<file path="src/rtl/mem_arb_pkg.sv">
// Shared definitions for the two-port Mem arbiter.
//   SZ_*        : request size encodings
//   arb_state_e : sequencer states
//   aw_of()     : request byte-address width from the Mem word-address width
//   access_err(): illegal size or misaligned access
package mem_arb_pkg;

  localparam logic [1:0] SZ_BYTE = 2'b00;
  localparam logic [1:0] SZ_HALF = 2'b01;
  localparam logic [1:0] SZ_WORD = 2'b10;
  localparam logic [1:0] SZ_BAD  = 2'b11;

  typedef enum logic [1:0] {
    StIdle,
    StAccess,
    StCapture,
    StResp
  } arb_state_e;

  function automatic int unsigned aw_of(input int unsigned mem_addr_bits);
    return mem_addr_bits + 2;
  endfunction

  function automatic logic access_err(input logic [1:0] size, input logic [1:0] addr_lo);
    return (size == SZ_BAD) ||
           ((size == SZ_HALF) && addr_lo[0]) ||
           ((size == SZ_WORD) && (addr_lo != 2'b00));
  endfunction

endpackage

</file>
<file path="src/rtl/mem_port_arbiter_lane_fmt.sv">
// Combinational byte-lane formatter between a latched request and Mem.
//   size, addr_lo, sign_ext : latched request attributes
//   wdata                   : right-justified store data
//   mem_data_out            : sel-masked word returned by Mem
//   sel, st_data            : Mem lane enables and lane-replicated store data
//   ld_data                 : load result shifted down and extended
//   misalign                : illegal size or misaligned address
module mem_lane_fmt
  import mem_arb_pkg::*;
(
  input  logic [1:0]  size,
  input  logic [1:0]  addr_lo,
  input  logic        sign_ext,
  input  logic [31:0] wdata,
  input  logic [31:0] mem_data_out,
  output logic [3:0]  sel,
  output logic [31:0] st_data,
  output logic [31:0] ld_data,
  output logic        misalign
);

  logic [31:0] shifted;

  assign shifted  = mem_data_out >> {addr_lo, 3'b000};
  assign misalign = access_err(size, addr_lo);

  always_comb begin
    sel     = 4'b0000;
    st_data = 32'h0;
    ld_data = shifted;
    unique case (size)
      SZ_BYTE: begin
        sel     = 4'b0001 << addr_lo;
        st_data = {4{wdata[7:0]}};
        ld_data = {{24{sign_ext & shifted[7]}}, shifted[7:0]};
      end
      SZ_HALF: begin
        sel     = 4'b0011 << addr_lo;
        st_data = {2{wdata[15:0]}};
        ld_data = {{16{sign_ext & shifted[15]}}, shifted[15:0]};
      end
      SZ_WORD: begin
        sel     = 4'b1111;
        st_data = wdata;
      end
      default: ;
    endcase
  end

endmodule

</file>
<file path="src/rtl/mem_port_arbiter.sv">
// Two-port round-robin arbiter and access sequencer in front of single-port Mem.
//   clk, clr                 : clock, asynchronous active-high reset
//   req_*                    : per-port load/store requests (valid/ready)
//   rsp_*                    : response to the granted port (valid/ready), shared data/err
//   mem_*                    : Mem port; strobes only in the ACCESS cycle
module mem_port_arbiter
  import mem_arb_pkg::*;
#(
  parameter int unsigned MEM_ADDR_BITS = 10,
  parameter int unsigned MEM_DATA_BITS = 32,
  localparam int unsigned AW = aw_of(MEM_ADDR_BITS)
) (
  input  logic                       clk,
  input  logic                       clr,
  input  logic [1:0]                 req_valid,
  output logic [1:0]                 req_ready,
  input  logic [1:0]                 req_we,
  input  logic [3:0]                 req_size,
  input  logic [1:0]                 req_signed,
  input  logic [2*AW-1:0]            req_addr,
  input  logic [2*MEM_DATA_BITS-1:0] req_wdata,
  output logic [1:0]                 rsp_valid,
  input  logic [1:0]                 rsp_ready,
  output logic [MEM_DATA_BITS-1:0]   rsp_rdata,
  output logic                       rsp_err,
  output logic [MEM_ADDR_BITS-1:0]   mem_addr,
  output logic [MEM_DATA_BITS-1:0]   mem_data_in,
  output logic                       mem_str,
  output logic [3:0]                 mem_sel,
  output logic                       mem_ld,
  input  logic [MEM_DATA_BITS-1:0]   mem_data_out
);

  arb_state_e state_q;
  logic       last_q, gnt_q, we_q, signed_q, err_q;
  logic [1:0] size_q;
  logic [AW-1:0] addr_q;
  logic [MEM_DATA_BITS-1:0] wdata_q, rdata_q;

  logic g, accept;
  logic [1:0] in_size;
  logic [AW-1:0] in_addr;
  logic [MEM_DATA_BITS-1:0] in_wdata;

  logic [3:0] fmt_sel;
  logic [31:0] fmt_st_data, fmt_ld_data;
  logic fmt_misalign;

  // Single requester wins outright; on a tie (or no request) the port not served last.
  always_comb begin
    case (req_valid)
      2'b01:   g = 1'b0;
      2'b10:   g = 1'b1;
      default: g = ~last_q;
    endcase
  end

  assign req_ready = (state_q == StIdle && !clr) ? (g ? 2'b10 : 2'b01) : 2'b00;
  assign accept    = (state_q == StIdle) && req_valid[g];

  assign in_size  = g ? req_size[3:2] : req_size[1:0];
  assign in_addr  = g ? req_addr[2*AW-1:AW] : req_addr[AW-1:0];
  assign in_wdata = g ? req_wdata[2*MEM_DATA_BITS-1:MEM_DATA_BITS]
                      : req_wdata[MEM_DATA_BITS-1:0];

  mem_lane_fmt u_fmt (
    .size         (size_q),
    .addr_lo      (addr_q[1:0]),
    .sign_ext     (signed_q),
    .wdata        (wdata_q),
    .mem_data_out (mem_data_out),
    .sel          (fmt_sel),
    .st_data      (fmt_st_data),
    .ld_data      (fmt_ld_data),
    .misalign     (fmt_misalign)
  );

  always_ff @(posedge clk or posedge clr) begin
    if (clr) begin
      state_q  <= StIdle;
      last_q   <= 1'b1;
      gnt_q    <= 1'b0;
      we_q     <= 1'b0;
      signed_q <= 1'b0;
      err_q    <= 1'b0;
      size_q   <= 2'b00;
      addr_q   <= '0;
      wdata_q  <= '0;
      rdata_q  <= '0;
    end else begin
      unique case (state_q)
        StIdle: begin
          if (accept) begin
            gnt_q    <= g;
            last_q   <= g;
            we_q     <= req_we[g];
            signed_q <= req_signed[g];
            size_q   <= in_size;
            addr_q   <= in_addr;
            wdata_q  <= in_wdata;
            rdata_q  <= '0;
            err_q    <= access_err(in_size, in_addr[1:0]);
            state_q  <= access_err(in_size, in_addr[1:0]) ? StResp : StAccess;
          end
        end
        StAccess:  state_q <= we_q ? StResp : StCapture;
        StCapture: begin
          rdata_q <= fmt_ld_data;
          state_q <= StResp;
        end
        StResp: begin
          if (rsp_ready[gnt_q]) state_q <= StIdle;
        end
        default: state_q <= StIdle;
      endcase
    end
  end

  // Mem is driven only from registered state; clr drops the strobes at once.
  always_comb begin
    mem_addr    = '0;
    mem_data_in = '0;
    mem_sel     = 4'b0000;
    mem_str     = 1'b0;
    mem_ld      = 1'b0;
    if (state_q == StAccess && !fmt_misalign) begin
      mem_addr    = addr_q[AW-1:2];
      mem_data_in = fmt_st_data;
      mem_sel     = fmt_sel;
      mem_str     = we_q;
      mem_ld      = ~we_q;
    end
  end

  assign rsp_valid = (state_q == StResp) ? (gnt_q ? 2'b10 : 2'b01) : 2'b00;
  assign rsp_rdata = (state_q == StResp) ? rdata_q : '0;
  assign rsp_err   = (state_q == StResp) && err_q;

endmodule
</file>
<file path="config.mk">
export PLATFORM = sky130hd
export DESIGN_NAME = mem_port_arbiter
export DESIGN_NICKNAME = d
export VERILOG_FILES = /design/src/rtl/mem_arb_pkg.sv /design/src/rtl/mem_port_arbiter_lane_fmt.sv /design/src/rtl/mem_port_arbiter.sv
export SDC_FILE = /design/constraint.sdc
export NUM_CORES = 1
export LEC_CHECK = 0
export BUFFER_PORTS_ARGS = -buffer_cell sky130_fd_sc_hd__buf_2
export CAP_MARGIN = 20
export CORE_MARGIN = 2
export CORE_UTILIZATION = 45
export DETAILED_ROUTE_END_ITERATION = 12
export PLACE_DENSITY = 0.8
export SLEW_MARGIN = 10
export SYNTH_ARGS = -nofsm -noshare
export SYNTH_HDL_FRONTEND = slang
export SYNTH_HIERARCHICAL = 1
export SYNTH_SLANG_ARGS = --single-unit
export TNS_END_PERCENT = 100
</file>
<file path="constraint.sdc">
create_clock -name clk -period 2.2 [get_ports clk]
set_clock_uncertainty 0.05 [all_clocks]
set_input_delay 0.11 -clock clk [delete_from_list [all_inputs] [get_ports clk]]
set_output_delay 0.11 -clock clk [all_outputs]
set_load 0.02 [all_outputs]
</file>
## Word level (Yosys, flattened, before mapping)

Index checks and enable logic that the tools add are counted.

| word-level totals | value |
|---|---|
| bits in registers | 85 |

| operators by class | value |
|---|---|
| order comparisons | 2 |
| equal/unequal tests | 13 |
| shift-type cells | 3 |
| mux-type cells | 32 |
| bitwise logic cells | 4 |
| reductions and logical operators | 22 |

Operators by type and width:

| operator | number |
|---|---|
| 32-bit two-way mux | 4 |
| 32-bit case mux with 2 select lines | 2 |
| 32-bit case mux with 3 select lines | 1 |
| 32-bit by 5-bit >> shifter with 32-bit output | 1 |
| 2-bit two-way mux | 8 |
| 2-bit == test, second input constant | 7 |
| 12-bit two-way mux | 1 |
| 4-bit case mux with 3 select lines | 1 |
| 1-bit two-way mux | 11 |
| 10-bit two-way mux | 1 |
| 2-bit by 1-bit == test with 1-bit output, second input constant | 4 |
| 1-bit logical AND | 8 |
| 2-bit case mux with 4 select lines | 1 |
| 2-bit AND reduction | 3 |
| 2-bit nonzero test | 3 |
| 2-bit logical NOT | 2 |
| 1-bit logical OR | 4 |
| 1-bit by 2-bit < comparator with 1-bit output, second input constant | 2 |
| 4-bit two-way mux | 1 |
| 2-bit != test, second input constant | 2 |
| 1-bit by 2-bit << shifter with 4-bit output, first input constant | 1 |
| 2-bit by 2-bit << shifter with 4-bit output, first input constant | 1 |
| 1-bit bitwise AND | 2 |
| 1-bit logical NOT | 2 |
| other kinds (2) | 3 |

## Logic depth before layout (Yosys ltp)

| logic depth | value |
|---|---|
| depth in word-level cells | 10 |
| gate-level depth with buffers | 8 |
| depth with buffers taken out | 5 |

## Hierarchy

Netlist, hierarchy kept.

By module, submodules not included:

| module | instances | cells each | area each (sq um) | seq. area each (sq um) |
|---|---|---|---|---|
| mem_port_arbiter | 1 | 416 | 4337.9 | 2128.3 |
| mem_lane_fmt | 1 | 202 | 1321.3 | 0.0 |

## Worst setup path after synthesis

Ideal clock, no wire load.

| timing | value |
|---|---|
| path type | input to output |
| start | in clr |
| end | out req_ready[0] |
| arrival | 2.377 ns |
| required time | 2.040 ns |
| path slack | -0.337 ns |
| stages | 2 |
| path through | inv_1 and3_1 |

| between the ends | value |
|---|---|
| word-level cells in the longest chain between the ends | 3 |

RTL lines:

| what | line | source |
|---|---|---|
| start, declared | mem_port_arbiter.sv:14 | `input logic clr,` |
| 1-bit logical NOT (no source line) | - |  |
| 1-bit logical AND | mem_port_arbiter.sv:58 | `assign req_ready = (state_q == StIdle && !clr) ? (g ? 2'b10 : 2'b01) : 2'b00;` |
| 2-bit two-way mux | mem_port_arbiter.sv:58 |  |
| end, declared | mem_port_arbiter.sv:16 | `output logic [1:0] req_ready,` |

Every way passes these cells.

## Worst setup path in the final report

| timing | value |
|---|---|
| start | reg size_q[1] |
| end | out mem_data_in[15] |

RTL lines:

| what | line | source |
|---|---|---|
| start, declared | mem_port_arbiter.sv:36 | `logic [1:0] size_q;` |
| start signal, assigned | mem_port_arbiter.sv:98 | `size_q <= in_size;` |
| 2-bit == test, or another cell as far along | mem_port_arbiter_lane_fmt.sv:31 | `unique case (size)` |
| 32-bit case mux with 3 select lines * | mem_port_arbiter_lane_fmt.sv:31 |  |
| named net fmt_st_data[15] | mem_port_arbiter.sv:46 | `logic [31:0] fmt_st_data, fmt_ld_data;` |
| 32-bit two-way mux * | mem_port_arbiter.sv:126 | `if (state_q == StAccess && !fmt_misalign) begin` |
| end, declared | mem_port_arbiter.sv:27 | `output logic [MEM_DATA_BITS-1:0] mem_data_in,` |

The timed path passes the listed nets; every way through them passes the cells marked *.

==> out/qor_table.md <==
| Parameter | Value | Unit |
| --- | --- | --- |
| Largest cells by area after synthesis | sky130_fd_sc_hd__dfrtp_1 37%, sky130_fd_sc_hd__mux2i_1 10%, sky130_fd_sc_hd__and2_1 9.8%, sky130_fd_sc_hd__nand2_1 5.0%, sky130_fd_sc_hd__a22o_1 5.0% | - |
| Clock group share of total power | 0.138 | - |
| Total of buffers placed on input and output ports | 218 | - |
| Clk sinks | 85 | - |
| Worst min path class | in -> reg | - |
| Number of nets at the end of the flow | 988 | - |
| Area of the die | 13500 | µm² |
| R2R depth | 6 | - |
| Proportion of netlist area held by the largest area contributor | 0.371 | - |
| Antenna violations before repair | 0 | - |
| Worst Path Buf+Inv | 2 | - |
| Cell-internal power | 0.00586 | W |
| WP data arrival | 2050 | ps |
| Share of the core filled with cells in the final layout | 0.624 | - |
| Flop and latch count out of synthesis | 85 | - |
| Count of final max-slew check failures | 0 | - |
| Hold Vio Cnt, Final | 0 | - |
| Cell family with the largest share of critical-path delay | simple AND/OR/NAND/NOR gates | - |
| Max cap viols | 0 | - |
| Iteration-0 DRC Markers | 299 | - |
| Post-Route Hold Slack | 3.02 | ps |
| Initial Util | 0.465 | - |
| Number of failing setup endpoints in the final timing report | 1 | - |
| CP Depth | 6 | - |
| Detailed placer's ending HPWL | 12.7 | mm |
| Violated checks | negative setup slack | - |
| Maximum number of buffers from clock root to sink | 2 | - |
| Run status | finished with violations | - |
| Pin count of the biggest net entering global routing | 63 | - |
| Diodes inserted | 0 | - |
| Fraction of power spent switching nets | 0.442 | - |
| Mapped Cells | 618 | - |
| Total routing usage reported by global routing | 0.253 | - |
| First drt pass iteration count | 6 | - |
| Flip-flop cell with the highest count after synthesis | sky130_fd_sc_hd__dfrtp_1 | - |
| Worst setup path category | reg -> out | - |
| Final critical delay including setup and external delays | 2210 | ps |
| Global-route wire length before repair | 26.3 | mm |
| Number of cell rows | 40 | - |
| Final routed wire length divided by cell count | 17.4 | µm |
| Fmax | 0.453 | GHz |
| Critical path data required time | 2040 | ps |
| Remaining antenna violation count | 0 | - |
| Share of post-route cells with drive strength above 1 | 0.351 | - |
| Count leader, synth | sky130_fd_sc_hd__and2_1 | - |
| Final wirelength | 17.8 | mm |
| Power per unit of standard cell area | 1380 | nW/µm² |
| Most numerous cell on the critical path | sky130_fd_sc_hd__buf_4 | - |
| Cell type contributing the most total cell area after synthesis | sky130_fd_sc_hd__dfrtp_1 | - |
| Die height | 116 | µm |
| Leakage | 4.00 | nW |
| Worst-path cell chain | buf_4 > nor2b_1 > a21oi_1 > o21ai_0 > and2_1 > buf_4 | - |
| Library cell contributing the largest single delay on the critical path | sky130_fd_sc_hd__dfrtp_1 | - |
| Via count of the first global-routing pass | 5171 | - |
| Std-Cell Core Area | 12200 | µm² |
| Share of the yosys chip area belonging to registers | 0.376 | - |
| I/O pin cnt | 219 | - |
| Worst Setup Slack, final | -8.19 | ps |
| Number of clock buffers inserted by TritonCTS | 9 | - |
| Kind of start point of the critical path | register | - |
| Transition time at the pin with the least slew margin | 741 | ps |
| Psw | 0.00464 | W |
| Post-synthesis net count | 758 | - |
| Clock tree from TritonCTS | yes | - |
| # DRC | 0 | - |
| Clock tree root driver cell | sky130_fd_sc_hd__clkbuf_16 | - |
| Setup repair after global routing missed its margin | yes | - |
| Post-synthesis instance area | 5660 | µm² |
| CTS clk-pin slew, worst paths | 60 | ps |
| Combinational group share of total power | 0.602 | - |
| Post-Syn Area per Cell | 9.16 | µm² |
| Number of enable flip-flop cells after synthesis | 0 | - |
| Crit. End Element | primary output | - |
| CTS H-tree lvls | 3 | - |
| Synth cell count leaders | 89 x sky130_fd_sc_hd__and2_1, 84 x sky130_fd_sc_hd__dfrtp_1, 76 x sky130_fd_sc_hd__nand2_1, 59 x sky130_fd_sc_hd__mux2i_1, 53 x sky130_fd_sc_hd__o21ai_1 | - |
| Via count | 5573 | - |
| Hold-critical path depth | 3 | - |
| VDD IR max | 0.648 | mV |
| Yosys synthesis warning count | 6 | - |
| Sequential cell fraction of total power | 0.260 | - |
| Slowest stage delay, CP | 380 | ps |
| X dimension of the die | 116 | µm |
| Share of async-settable or async-resettable flops after synthesis | 1.00 | - |
| Area growth, synth to finish | 34.1 | % |
| Clock insertion delay at the later pin of the skew report | 340 | ps |
| Filler Cells Inserted | 1026 | - |
| Headroom to the max-slew limit | 0.506 | - |
| Final weighted congestion of routability-driven global placement | 0.921 | - |
| Cell variety after synth | 46 | - |
| Total congestion overflow after global routing | 0 | - |
| Ratio of routed vias to standard cells | 5.46 | - |
| Final worst path period share | 1.00 | - |
| Crit path max fanout | 19 | - |
[worst reg2reg max path: stages, from the launching register on]
cell	delay (ps)
sky130_fd_sc_hd__dfstp_2	520
sky130_fd_sc_hd__inv_1	50
sky130_fd_sc_hd__mux2i_4	170
sky130_fd_sc_hd__buf_12	260
sky130_fd_sc_hd__mux2i_1	280
sky130_fd_sc_hd__dlygate4sd3_1	580
sky130_fd_sc_hd__o21ai_1	60
[path summary, 6_finish.rpt]
| path | start | end | slack (ps) |
|---|---|---|---|
| worst max-delay path | size_q[1]$_DFFE_PP0P_ | mem_data_in[15] | -8 |
| worst min-delay path | req_wdata[31] | wdata_q[31]$_DFFE_PP0P_ | 3 |
| worst max register to register | last_q$_DFFE_PP1P_ | addr_q[2]$_DFFE_PP0P_ | 110 |
| worst min register to register | last_q$_DFFE_PP1P_ | last_q$_DFFE_PP1P_ | 420 |
| max in group asynchronous | clr | addr_q[1]$_DFFE_PP0P_ | 1020 |
| min in group asynchronous | clr | wdata_q[9]$_DFFE_PP0P_ | 400 |
[final cells by class]
cell class	count	area, µm²	area share
Clock buffer	14	274	0.0361
Clock inverter	1	5.00	0.000659
Inverter	8	33.8	0.00445
Multi-Input combinational cell	472	3210	0.423
Sequential cell	85	2130	0.281
Tap cell	168	210	0.0277
Timing Repair Buffer	272	1730	0.227
[placed cells by master (no fill, tap or decap), types with 2 or more instances in the layout]
cell,n
sky130_fd_sc_hd__clkbuf_8,3
sky130_fd_sc_hd__nor2_1,6
sky130_fd_sc_hd__mux2i_1,58
sky130_fd_sc_hd__a21oi_1,26
sky130_fd_sc_hd__inv_1,6
sky130_fd_sc_hd__mux2_2,16
sky130_fd_sc_hd__a21o_1,8
sky130_fd_sc_hd__and2_1,89
sky130_fd_sc_hd__clkbuf_16,11
sky130_fd_sc_hd__nand3_1,9
sky130_fd_sc_hd__dfrtp_1,83
sky130_fd_sc_hd__buf_4,42
sky130_fd_sc_hd__nand4_1,8
sky130_fd_sc_hd__buf_6,4
sky130_fd_sc_hd__buf_12,6
sky130_fd_sc_hd__o21ai_1,54
sky130_fd_sc_hd__ha_1,5
sky130_fd_sc_hd__o21ai_0,24
sky130_fd_sc_hd__a22o_1,32
sky130_fd_sc_hd__nand2_1,76
sky130_fd_sc_hd__buf_2,197
sky130_fd_sc_hd__o22ai_1,2
sky130_fd_sc_hd__dlygate4sd3_1,21
sky130_fd_sc_hd__o21a_1,4
sky130_fd_sc_hd__nor2b_2,2
sky130_fd_sc_hd__a221oi_1,8
sky130_fd_sc_hd__nor2b_1,14
sky130_fd_sc_hd__a22oi_1,8
sky130_fd_sc_hd__clkbuf_1,2
[state kept, by name, summed over array words and instances, names as in the netlist]
name	cells
state_q	2
signed_q	1
wdata_q	32
rdata_q	32
last_q	1
err_q	1
size_q	2
addr_q	12
we_q	1
gnt_q	1
[power groups by stage]
stage                     Sequential [W]  Combinational (W)  Clock, W
after floorplan                  0.00256            0.00436         0
after global placement           0.00272            0.00571         0
after detailed placement         0.00274            0.00581         0
after CTS                        0.00272            0.00589   0.00147
after global routing             0.00281            0.00684   0.00155
final                            0.00273            0.00632   0.00145
[kinds of logic (layout without fill, tap and decap cells)]
logic type	after synthesis	count (layout)	synth area share
AOI/OAI and AO/OA	173	173	0.198
xor gates and xnor gates	1	1	0.00155
adders and majority gates	6	6	0.0133
buffers and inverters	61	295	0.0619
DFF	85	85	0.376
muxes	77	77	0.141
and+or+nand+nor	215	215	0.208
[repair_timing]
action,4_1_cts,5_1_grt
endpoints found under the hold margin,40,1
resized for setup,4,26
buffers inserted,0,3
gates cloned,0,3
hold buffers,20,1
setup endpoints to repair,5,49
[metal layers]
metal	GRT usage	part of all wire
met2	0.447	0.51
met3	0.0441	0.075
met1	0.310	0.38
met4	0.0992	0.029
met5	0	0
[through the flow]
stage | power [W] | worst slack (ps) | instances | setup TNS, ps | instance area [µm²]
detailed placement | 0.00855 | 317 | 978 | 0 | 6930
global placement | 0.00843 | 339 | 978 | 0 | 6930
global route | 0.0112 | -65.4 | 1020 | -485 | 7590
finish | 0.0105 | -8.19 | 1020 | -8.19 | 7590
CTS | 0.0101 | 6.75 | 1013 | 0 | 7410
floorplan | 0.00693 | 166 | 618 | 0 | 5660
Power figures use the tool's default switching activity.
